<file path="src/rtl/fb_pkg.sv">
// Frame-buffer arbiter shared defaults and the read-return owner encoding.
package fb_pkg;

  localparam int FB_AW         = 18;
  localparam int FB_DW         = 8;
  localparam int FB_STARVE_MAX = 15;

  typedef enum logic {
    OWN_VID = 1'b0,
    OWN_CPU = 1'b1
  } owner_e;

endpackage

</file>
<file path="src/rtl/fb_rd_pipe.sv">
// Read-return tag/data pipeline: a read issued in cycle T returns registered data with a one-cycle rvalid at T+2.
// No backpressure: returns are steered to their owner and never collide, since at most one read issues per cycle.
module fb_rd_pipe
  import fb_pkg::*;
#(
  parameter int DW = FB_DW
) (
  input  logic          clk,
  input  logic          reset,
  input  logic          issue_vld,
  input  logic          issue_cpu,
  input  logic [DW-1:0] mem_rdata,
  output logic          vid_rvalid,
  output logic [DW-1:0] vid_rdata,
  output logic          cpu_rvalid,
  output logic [DW-1:0] cpu_rdata
);

  logic   s1_vld;
  owner_e s1_own;
  logic   s1_vid;
  logic   s1_cpu;

  assign s1_vid = s1_vld && (s1_own == OWN_VID);
  assign s1_cpu = s1_vld && (s1_own == OWN_CPU);

  // Stage 1 lines up with the RAM's registered output; stage 2 is the rvalid/rdata register.
  always_ff @(posedge clk or negedge reset) begin
    if (!reset) begin
      s1_vld     <= 1'b0;
      s1_own     <= OWN_VID;
      vid_rvalid <= 1'b0;
      cpu_rvalid <= 1'b0;
      vid_rdata  <= '0;
      cpu_rdata  <= '0;
    end else begin
      s1_vld     <= issue_vld;
      s1_own     <= issue_cpu ? OWN_CPU : OWN_VID;
      vid_rvalid <= s1_vid;
      cpu_rvalid <= s1_cpu;
      if (s1_vid) vid_rdata <= mem_rdata;
      if (s1_cpu) cpu_rdata <= mem_rdata;
    end
  end

endmodule

</file>
<file path="src/rtl/fb_arbiter.sv">
// Single-port frame-memory arbiter between video fetch and CPU; grants are combinational, reads return at grant+2.
// Requesters hold their request until granted; nothing is buffered, and the CPU is forced through after STARVE_MAX waits.
module fb_arbiter
  import fb_pkg::*;
#(
  parameter int AW         = FB_AW,
  parameter int DW         = FB_DW,
  parameter int STARVE_MAX = FB_STARVE_MAX
) (
  input  logic          clk,
  input  logic          reset,
  input  logic          vid_req,
  input  logic [AW-1:0] vid_addr,
  output logic          vid_gnt,
  output logic [DW-1:0] vid_rdata,
  output logic          vid_rvalid,
  input  logic          blank_b,
  input  logic          cpu_req,
  input  logic          cpu_we,
  input  logic [AW-1:0] cpu_addr,
  input  logic [DW-1:0] cpu_wdata,
  output logic          cpu_gnt,
  output logic [DW-1:0] cpu_rdata,
  output logic          cpu_rvalid,
  output logic [AW-1:0] mem_addr,
  output logic [DW-1:0] mem_wdata,
  output logic          mem_we,
  input  logic [DW-1:0] mem_rdata
);

  localparam logic [3:0] STARVE_LIM = 4'(STARVE_MAX);

  logic [3:0] starve_cnt;
  logic       starve_hit;
  logic       cpu_first;

  assign starve_hit = (starve_cnt == STARVE_LIM);
  // CPU wins when starved, during blanking, or when video is not asking.
  assign cpu_first  = starve_hit || !blank_b || !vid_req;

  // Grants are gated by reset so every output reads zero while reset is held.
  assign cpu_gnt = reset && cpu_req && cpu_first;
  assign vid_gnt = reset && vid_req && !cpu_gnt;

  assign mem_addr  = cpu_gnt ? cpu_addr : (vid_gnt ? vid_addr : '0);
  assign mem_wdata = cpu_gnt ? cpu_wdata : '0;
  assign mem_we    = cpu_gnt && cpu_we;

  always_ff @(posedge clk or negedge reset) begin
    if (!reset) begin
      starve_cnt <= '0;
    end else if (!cpu_req || cpu_gnt) begin
      starve_cnt <= '0;
    end else if (!starve_hit) begin
      starve_cnt <= starve_cnt + 4'd1;
    end
  end

  fb_rd_pipe #(
    .DW(DW)
  ) u_rd_pipe (
    .clk        (clk),
    .reset      (reset),
    .issue_vld  (vid_gnt || (cpu_gnt && !cpu_we)),
    .issue_cpu  (cpu_gnt),
    .mem_rdata  (mem_rdata),
    .vid_rvalid (vid_rvalid),
    .vid_rdata  (vid_rdata),
    .cpu_rvalid (cpu_rvalid),
    .cpu_rdata  (cpu_rdata)
  );

endmodule

</file>
<file path="config.mk">
export PLATFORM = sky130hd
export DESIGN_NAME = fb_arbiter
export DESIGN_NICKNAME = d
export VERILOG_FILES = /design/src/rtl/fb_pkg.sv /design/src/rtl/fb_rd_pipe.sv /design/src/rtl/fb_arbiter.sv
export SDC_FILE = /design/constraint.sdc
export NUM_CORES = 1
export LEC_CHECK = 0
export ABC_AREA = 1
export ABC_CLOCK_PERIOD_IN_PS = 1620
export CORE_MARGIN = 1
export CORE_UTILIZATION = 30
export CTS_BUF_LIST = sky130_fd_sc_hd__clkbuf_8
export CTS_CLUSTER_SIZE = 28
export DETAILED_ROUTE_END_ITERATION = 7
export GPL_ROUTABILITY_DRIVEN = 1
export PLACE_DENSITY = 0.8
export SLEW_MARGIN = 20
export SYNTH_ARGS = -nofsm -noshare
export SYNTH_HDL_FRONTEND = slang
export SYNTH_SLANG_ARGS = --single-unit
</file>
<file path="constraint.sdc">
create_clock -name clk -period 1.62 [get_ports clk]
set_clock_uncertainty 0.05 [all_clocks]
set_input_delay 0.324 -clock clk [delete_from_list [all_inputs] [get_ports clk]]
set_output_delay 0.324 -clock clk [all_outputs]
set_load 0.1 [all_outputs]
</file>
# --- Word level (Yosys, flattened, before mapping) ---
# Cells that the tools add are included.
totals:
  reg_bits: 24
  inputBits: 58
  output_inout_bits: 47
op_classes:
  add_sub_neg: 1
  n_eq_ne: 2
  n_mux: 6
  bitwise: 1
  reduce_logical: 17
op_table:
  columns: ["op", "count"]
  rows:
  - ["2-to-1 mux 18 bit", 2]
  - ["logical AND 1 bit", 8]
  - ["2-to-1 mux 4 bit", 2]
  - ["2-to-1 mux 8 bit", 1]
  - ["zero test 1 bit", 5]
  - ["adder 4 x 1 -> 4 bit, second input constant", 1]
  - ["equality test 4 bit, second input constant", 1]
  - ["logical OR 1 bit", 4]
  - ["!= test 2 x 1 -> 1 bit, second input constant", 1]
  - ["2-to-1 mux 1 bit", 1]
  - ["NOT 1 bit", 1]

# --- Logic depth before layout (Yosys ltp) ---
# Gate-level depths: netlist of run 1.
depth:
  depth_word: 8
  depth_mapped: 7
  depth_no_buf: 7

# --- Cells and area by module ---
# From an unflattened synthesis of run 1, not the netlist that was laid out.
unflattened:
  hier_cells: 189
  hier_area_um2: 1361.3
by_module_without_submodules:
  columns: ["module", "instances", "cells_each", "area_per_inst_um2", "seq_area_each_um2"]
  rows:
  - ["fb_rd_pipe", 1, 76, 770.7, 500.5]
  - ["fb_arbiter", 1, 113, 590.6, 100.1]

# --- Worst setup path before layout of run 1 ---
# OpenSTA, ideal clock, no wires.
synth_timing:
  path_type: "reg-to-output"
  startpoint: "register starve_cnt[0]"
  endpoint: "output port mem_wdata[0]"
  t_arrival_ns: 2.248
  setup_slack_ns: -1.002
  stages_incl_launch_ff: 7
  n_path_buf: 1
  cell_sequence: "dfrtp_1 ha_1 nand3_4 nand2_1 nand2_1 buf_2 nor2_1"
synth_between:
  elab_chain_cells: 5
synth_lines:
  columns: ["item", "line", "text"]
  rows:
  - ["from (decl)", "fb_arbiter.sv:33", "logic [3:0] starve_cnt;"]
  - ["from (signal assigned)", "fb_arbiter.sv:55", "starve_cnt <= starve_cnt + 4'd1;"]
  - ["equality test 4 bit", "fb_arbiter.sv:37", "assign starve_hit = (starve_cnt == STARVE_LIM);"]
  - ["logical OR 1 bit (2 in a row)", "fb_arbiter.sv:39", "assign cpu_first = starve_hit || !blank_b || !vid_req;"]
  - ["logical AND 1 bit", "fb_arbiter.sv:42", "assign cpu_gnt = reset && cpu_req && cpu_first;"]
  - ["2-to-1 mux 8 bit", "fb_arbiter.sv:46", "assign mem_wdata = cpu_gnt ? cpu_wdata : '0;"]
  - ["to (decl)", "fb_arbiter.sv:26", "output logic [DW-1:0] mem_wdata,"]
# Every way passes these cells.

# --- Worst setup path in the final report of run 1 ---
layout_timing:
  startpoint: "input port cpu_req"
  endpoint: "output port mem_wdata[1]"
layout_between:
  elab_chain_cells: 3
layout_lines:
  columns: ["item", "line", "text"]
  rows:
  - ["from (decl)", "fb_arbiter.sv:18", "input logic cpu_req,"]
  - ["logical AND 1 bit (2 in a row)", "fb_arbiter.sv:42", null]
  - ["2-to-1 mux 8 bit", "fb_arbiter.sv:46", null]
# Every way passes these cells.

==> results.md, run 1 <==
Status:
- The flow ran to the end, but the final reports show violations.
- The checks that failed: negative setup slack.

Synthesis:
- The Yosys warning count is 0.
- The share of the Yosys chip area taken by registers is 0.459.
- Synthesis handed over a netlist of 183 instances.
- Counting every net in the synthesized netlist gives 242.
- The number of distinct library cells after synthesis is 19.
- A synthesized cell averages 7.14 um2.
- After synthesis the cells add up to 0.00131 mm2.
- The count of state elements after synthesis is 24.

STA:
- The total count of hold-check failures in the final report is 0.
- The transition time of the tightest slew-check pin is 0.521 ns.
- The final clock period utilization by the worst path is 1.39.
- The worst-case setup margin in the final layout is -0.627 ns.
- Setup repair after global routing could not meet its margin everywhere.
- The number of max-slew violations in the final report is 0.
- Based on the critical path, the design can be clocked at up to 445 MHz.
- Measured against its own limit, the worst slew margin works out to 0.652.
- Subtracting the final worst setup slack from the clock period gives 2.25 ns.
- Setup violations remaining at the end of the flow were counted as 33.

Clock tree:
- The number of buffers on the longest clock path is 2.
- In this run the number of H-tree levels came out at 1.
- The number of sinks handled by clock tree synthesis is 24.
- The clock transition at the register clock pins on the worst setup and hold paths after CTS is 0.09 ns.
- TritonCTS built the clock tree.
- The clock buffer count from CTS is 3.
- The clock insertion delay at the later pin of the skew report is 0.27 ns.
- The library cell used as clock root buffer is sky130_fd_sc_hd__clkbuf_8.

GRT:
- Summed over all layers, the global routing overflow is 0.
- The first global-routing pass estimated 9.04 mm of wire.
- Across every metal layer, demand over resource in global routing totals 0.273.
- The number of global-route vias before repair is 1800.
- The initial antenna violation count is 0.
- The largest net degree at the start of global routing is 21.

Final layout:
- In the final layout, the share of cells above drive strength 1 is 0.472.
- The most common cell after layout, fill and taps aside is sky130_fd_sc_hd__clkdlybuf4s50_1.
- The signed area change from the synthesized netlist to the final layout is 187%.
- The filler-free cell count of the finished design is 357.
- The final layout net count is 368.
- The library cells used most frequently in the layout, excluding fill and tap cells, are 55 x sky130_fd_sc_hd__clkdlybuf4s50_1, 52 x sky130_fd_sc_hd__buf_12, 28 x sky130_fd_sc_hd__nand2_1.
- The number of antenna diodes is 0.

Power and ir drop:
- The leakage power figure is 1.66 nW.
- Of the total power, the share spent switching nets is 0.504.
- The logic gate share of total power is 0.656.
- Summed over all nets, the switching power comes to 1.73 mW.
- The sequential fraction of design power is 0.239.
- Cell internal power was estimated by the tool at 1.70 mW.
- The design draws 3.42 mW.
- Of the total power, the clock network draws 0.105.
- The power density over cell area is 914 mW/mm2.
- The worst IR drop on VDD is 0.535 mV.

Worst setup path:
- The worst setup path is launched from an input port.
- The type of element capturing the critical path is an output pin.
- The slowest stage of the critical path is the sky130_fd_sc_hd__clkdlybuf4s50_1 cell.
- Walking the worst path, the cells encountered are clkdlybuf4s50_1 > nand2_2 > inv_2 > nand2_8 > buf_12 > buf_12 > nor2_4 > buf_12.
- The arrival time at the worst endpoint is 1.87 ns.
- The worst setup path is of the input port to output pin kind.
- The largest single stage delay on the critical path is 0.55 ns.
- The cell that appears most often on the critical path is sky130_fd_sc_hd__buf_12.
- The required time of the worst setup path is 1.25 ns.
- The maximum fanout count along the critical path is 6.

Detailed routing:
- The first detailed-routing pass ran for 4 iterations.
- Dividing the detail-routed via count by the number of cells gives 5.16.
- In the routed design, unresolved DRC markers number 0.
- The routed layout has 1843 vias.
- After detailed routing, the average wire length per cell comes to 20.7 um.
- After the first detailed-routing iteration, the DRC count stood at 114.
- The routed design has 7.38 mm of wire.
- The post-detailed-route count of antenna-violating nets is 0.

Die:
- Measured along the y axis, the die boundary spans 68.0 um.
- The full die area is 0.00463 mm2.
- The initial utilization of the core area, before any placement, comes to 0.320.
- Pin placement for this block handled 105 I/O pins.
- Row generation in the floorplan step produced 23 rows.
- The width of the die is 68.0 um.
- The core region is 0.00409 mm2.

Placement:
- Buffers placed on the I/O ports in this run total 104.
- The half-perimeter wire length after placement is 4.10 mm.
- The total instance count after detailed placement is 342.
- At the end of routability-driven placement, the weighted congestion stood at 0.843.

Worst hold path:
- The path class of the tightest hold or removal check is input port to asynchronous set/reset pin.

Job:
- The total of max-cap violations is 0.
## power groups by stage
stage / clock network [mW] / registers, mW / logic, mW
after floorplan: 0 / 1.48 / 0.566
after global placement: 0 / 0.821 / 2.09
after detailed placement: 0 / 0.828 / 2.12
after CTS: 0.348 / 0.815 / 2.16
after global routing: 0.389 / 0.826 / 2.31
final: 0.361 / 0.818 / 2.24
## metal layers
| layer | wire (um) | share of wire | global-route usage | vias to the layer above |
|---|---|---|---|---|
| met5 | 0 | 0 | 0 | - |
| met4 | 297 | 0.040 | 0.0651 | 0 |
| met3 | 591 | 0.080 | 0.0817 | 23 |
| met2 | 4010 | 0.54 | 0.538 | 117 |
| met1 | 2480 | 0.34 | 0.274 | 894 |
| li1 | - | - | - | 809 |
## cell families (layout without fill, tap and decap cells)
logic type | count (synthesis) | count (layout) | share of synthesized area
AO/OA/AOI/OAI | 21 | 21 | 0.0890
XOR/XNOR | 1 | 1 | 0.00670
adder cells (fa/ha/maj) | 1 | 1 | 0.00957
buffers and inverters | 35 | 159 | 0.114
flip-flops | 24 | 24 | 0.459
AND/OR/NAND/NOR | 101 | 101 | 0.322
## stage by stage
step           setup slack, ns  setup TNS [ns]  utilization  hold slack (ns)  instance area [um2]
6_report                -0.627          -15.39        0.917            0.256                 3750
5_1_grt                 -0.621          -15.85        0.917            0.266                 3750
4_1_cts                 -0.457          -12.08        0.868            0.208                 3550
3_5_place_dp            -0.537          -13.86        0.821            0.493                 3350
3_3_place_gp            -0.497          -12.87        0.821            0.479                 3350
2_1_floorplan           -0.211           -4.91            -          -0.0216                 1690
## final timing paths
kind,slack [ns],startpoint,depth (start not counted),to
setup / recovery,-0.63,cpu_req,8,mem_wdata[1]
min in group clk,0.51,u_rd_pipe.vid_rdata[7]$_DFFE_PN0P_,2,u_rd_pipe.vid_rdata[7]$_DFFE_PN0P_
setup reg to reg,-0.02,starve_cnt[0]$_DFFE_PN0P_,8,starve_cnt[3]$_DFFE_PN0P_
hold / removal,0.26,reset,2,u_rd_pipe.cpu_rdata[1]$_DFFE_PN0P_
hold reg to reg,0.51,u_rd_pipe.vid_rdata[7]$_DFFE_PN0P_,2,u_rd_pipe.vid_rdata[7]$_DFFE_PN0P_
max in group asynchronous,1.07,reset,2,u_rd_pipe.vid_rdata[4]$_DFFE_PN0P_
## synth_stat cells
| master | number | area share |
|---|---|---|
| sky130_fd_sc_hd__clkinv_1 | 1 | 0.0029 |
| sky130_fd_sc_hd__inv_1 | 25 | 0.072 |
| sky130_fd_sc_hd__a21oi_4 | 1 | 0.012 |
| sky130_fd_sc_hd__buf_6 | 1 | 0.0086 |
| sky130_fd_sc_hd__dfrtp_1 | 24 | 0.46 |
| sky130_fd_sc_hd__or2_2 | 1 | 0.0048 |
| sky130_fd_sc_hd__buf_4 | 1 | 0.0057 |
| sky130_fd_sc_hd__buf_2 | 4 | 0.015 |
| sky130_fd_sc_hd__clkbuf_1 | 2 | 0.0057 |
| sky130_fd_sc_hd__xnor2_1 | 1 | 0.0067 |
| sky130_fd_sc_hd__nand2_1 | 66 | 0.19 |
| sky130_fd_sc_hd__o21ai_1 | 2 | 0.0077 |
| sky130_fd_sc_hd__or2_1 | 1 | 0.0048 |
| sky130_fd_sc_hd__ha_1 | 1 | 0.0096 |
| sky130_fd_sc_hd__o21ai_0 | 18 | 0.069 |
| sky130_fd_sc_hd__nand3_4 | 1 | 0.013 |
| sky130_fd_sc_hd__nor2_1 | 14 | 0.040 |
| sky130_fd_sc_hd__clkinv_2 | 1 | 0.0038 |
| sky130_fd_sc_hd__nand3_1 | 18 | 0.069 |
## layout make-up
type,count,area (um2)
clock buffer,3,41.3
fill,143,340
inverter,27,106
multi-input combinational,124,1120
sequential,24,601
tap,50,62.6
timing repair buffer,129,1820
## what timing repair did
item,CTS,global route
hold buffers,0,0
setup endpoints to repair,29,33
setup buffers,6,3
gates cloned,1,2
pin swaps,1,4
gates resized for setup,22,27
## registers in the layout (all words and copies together) (netlist names)
register and cells:
starve_cnt 4, u_rd_pipe.vid_rdata 8, u_rd_pipe.s1_vld 1, u_rd_pipe.cpu_rdata 8
u_rd_pipe.vid_rvalid 1, u_rd_pipe.s1_own 1, u_rd_pipe.cpu_rvalid 1
## worst max-delay path: cells and delay by family
kind	cells	cell delay (ns)
buffers and inverters	5	1.16
and+or+nand+nor	3	0.38
Power figures use the tool's default switching activity.
==> run 2, diff against run 1 <==
- CORE_MARGIN: 1 -> unset
==> results of run 2 <==
No change in the layout: final DEF, timing and power equal those of run 1.
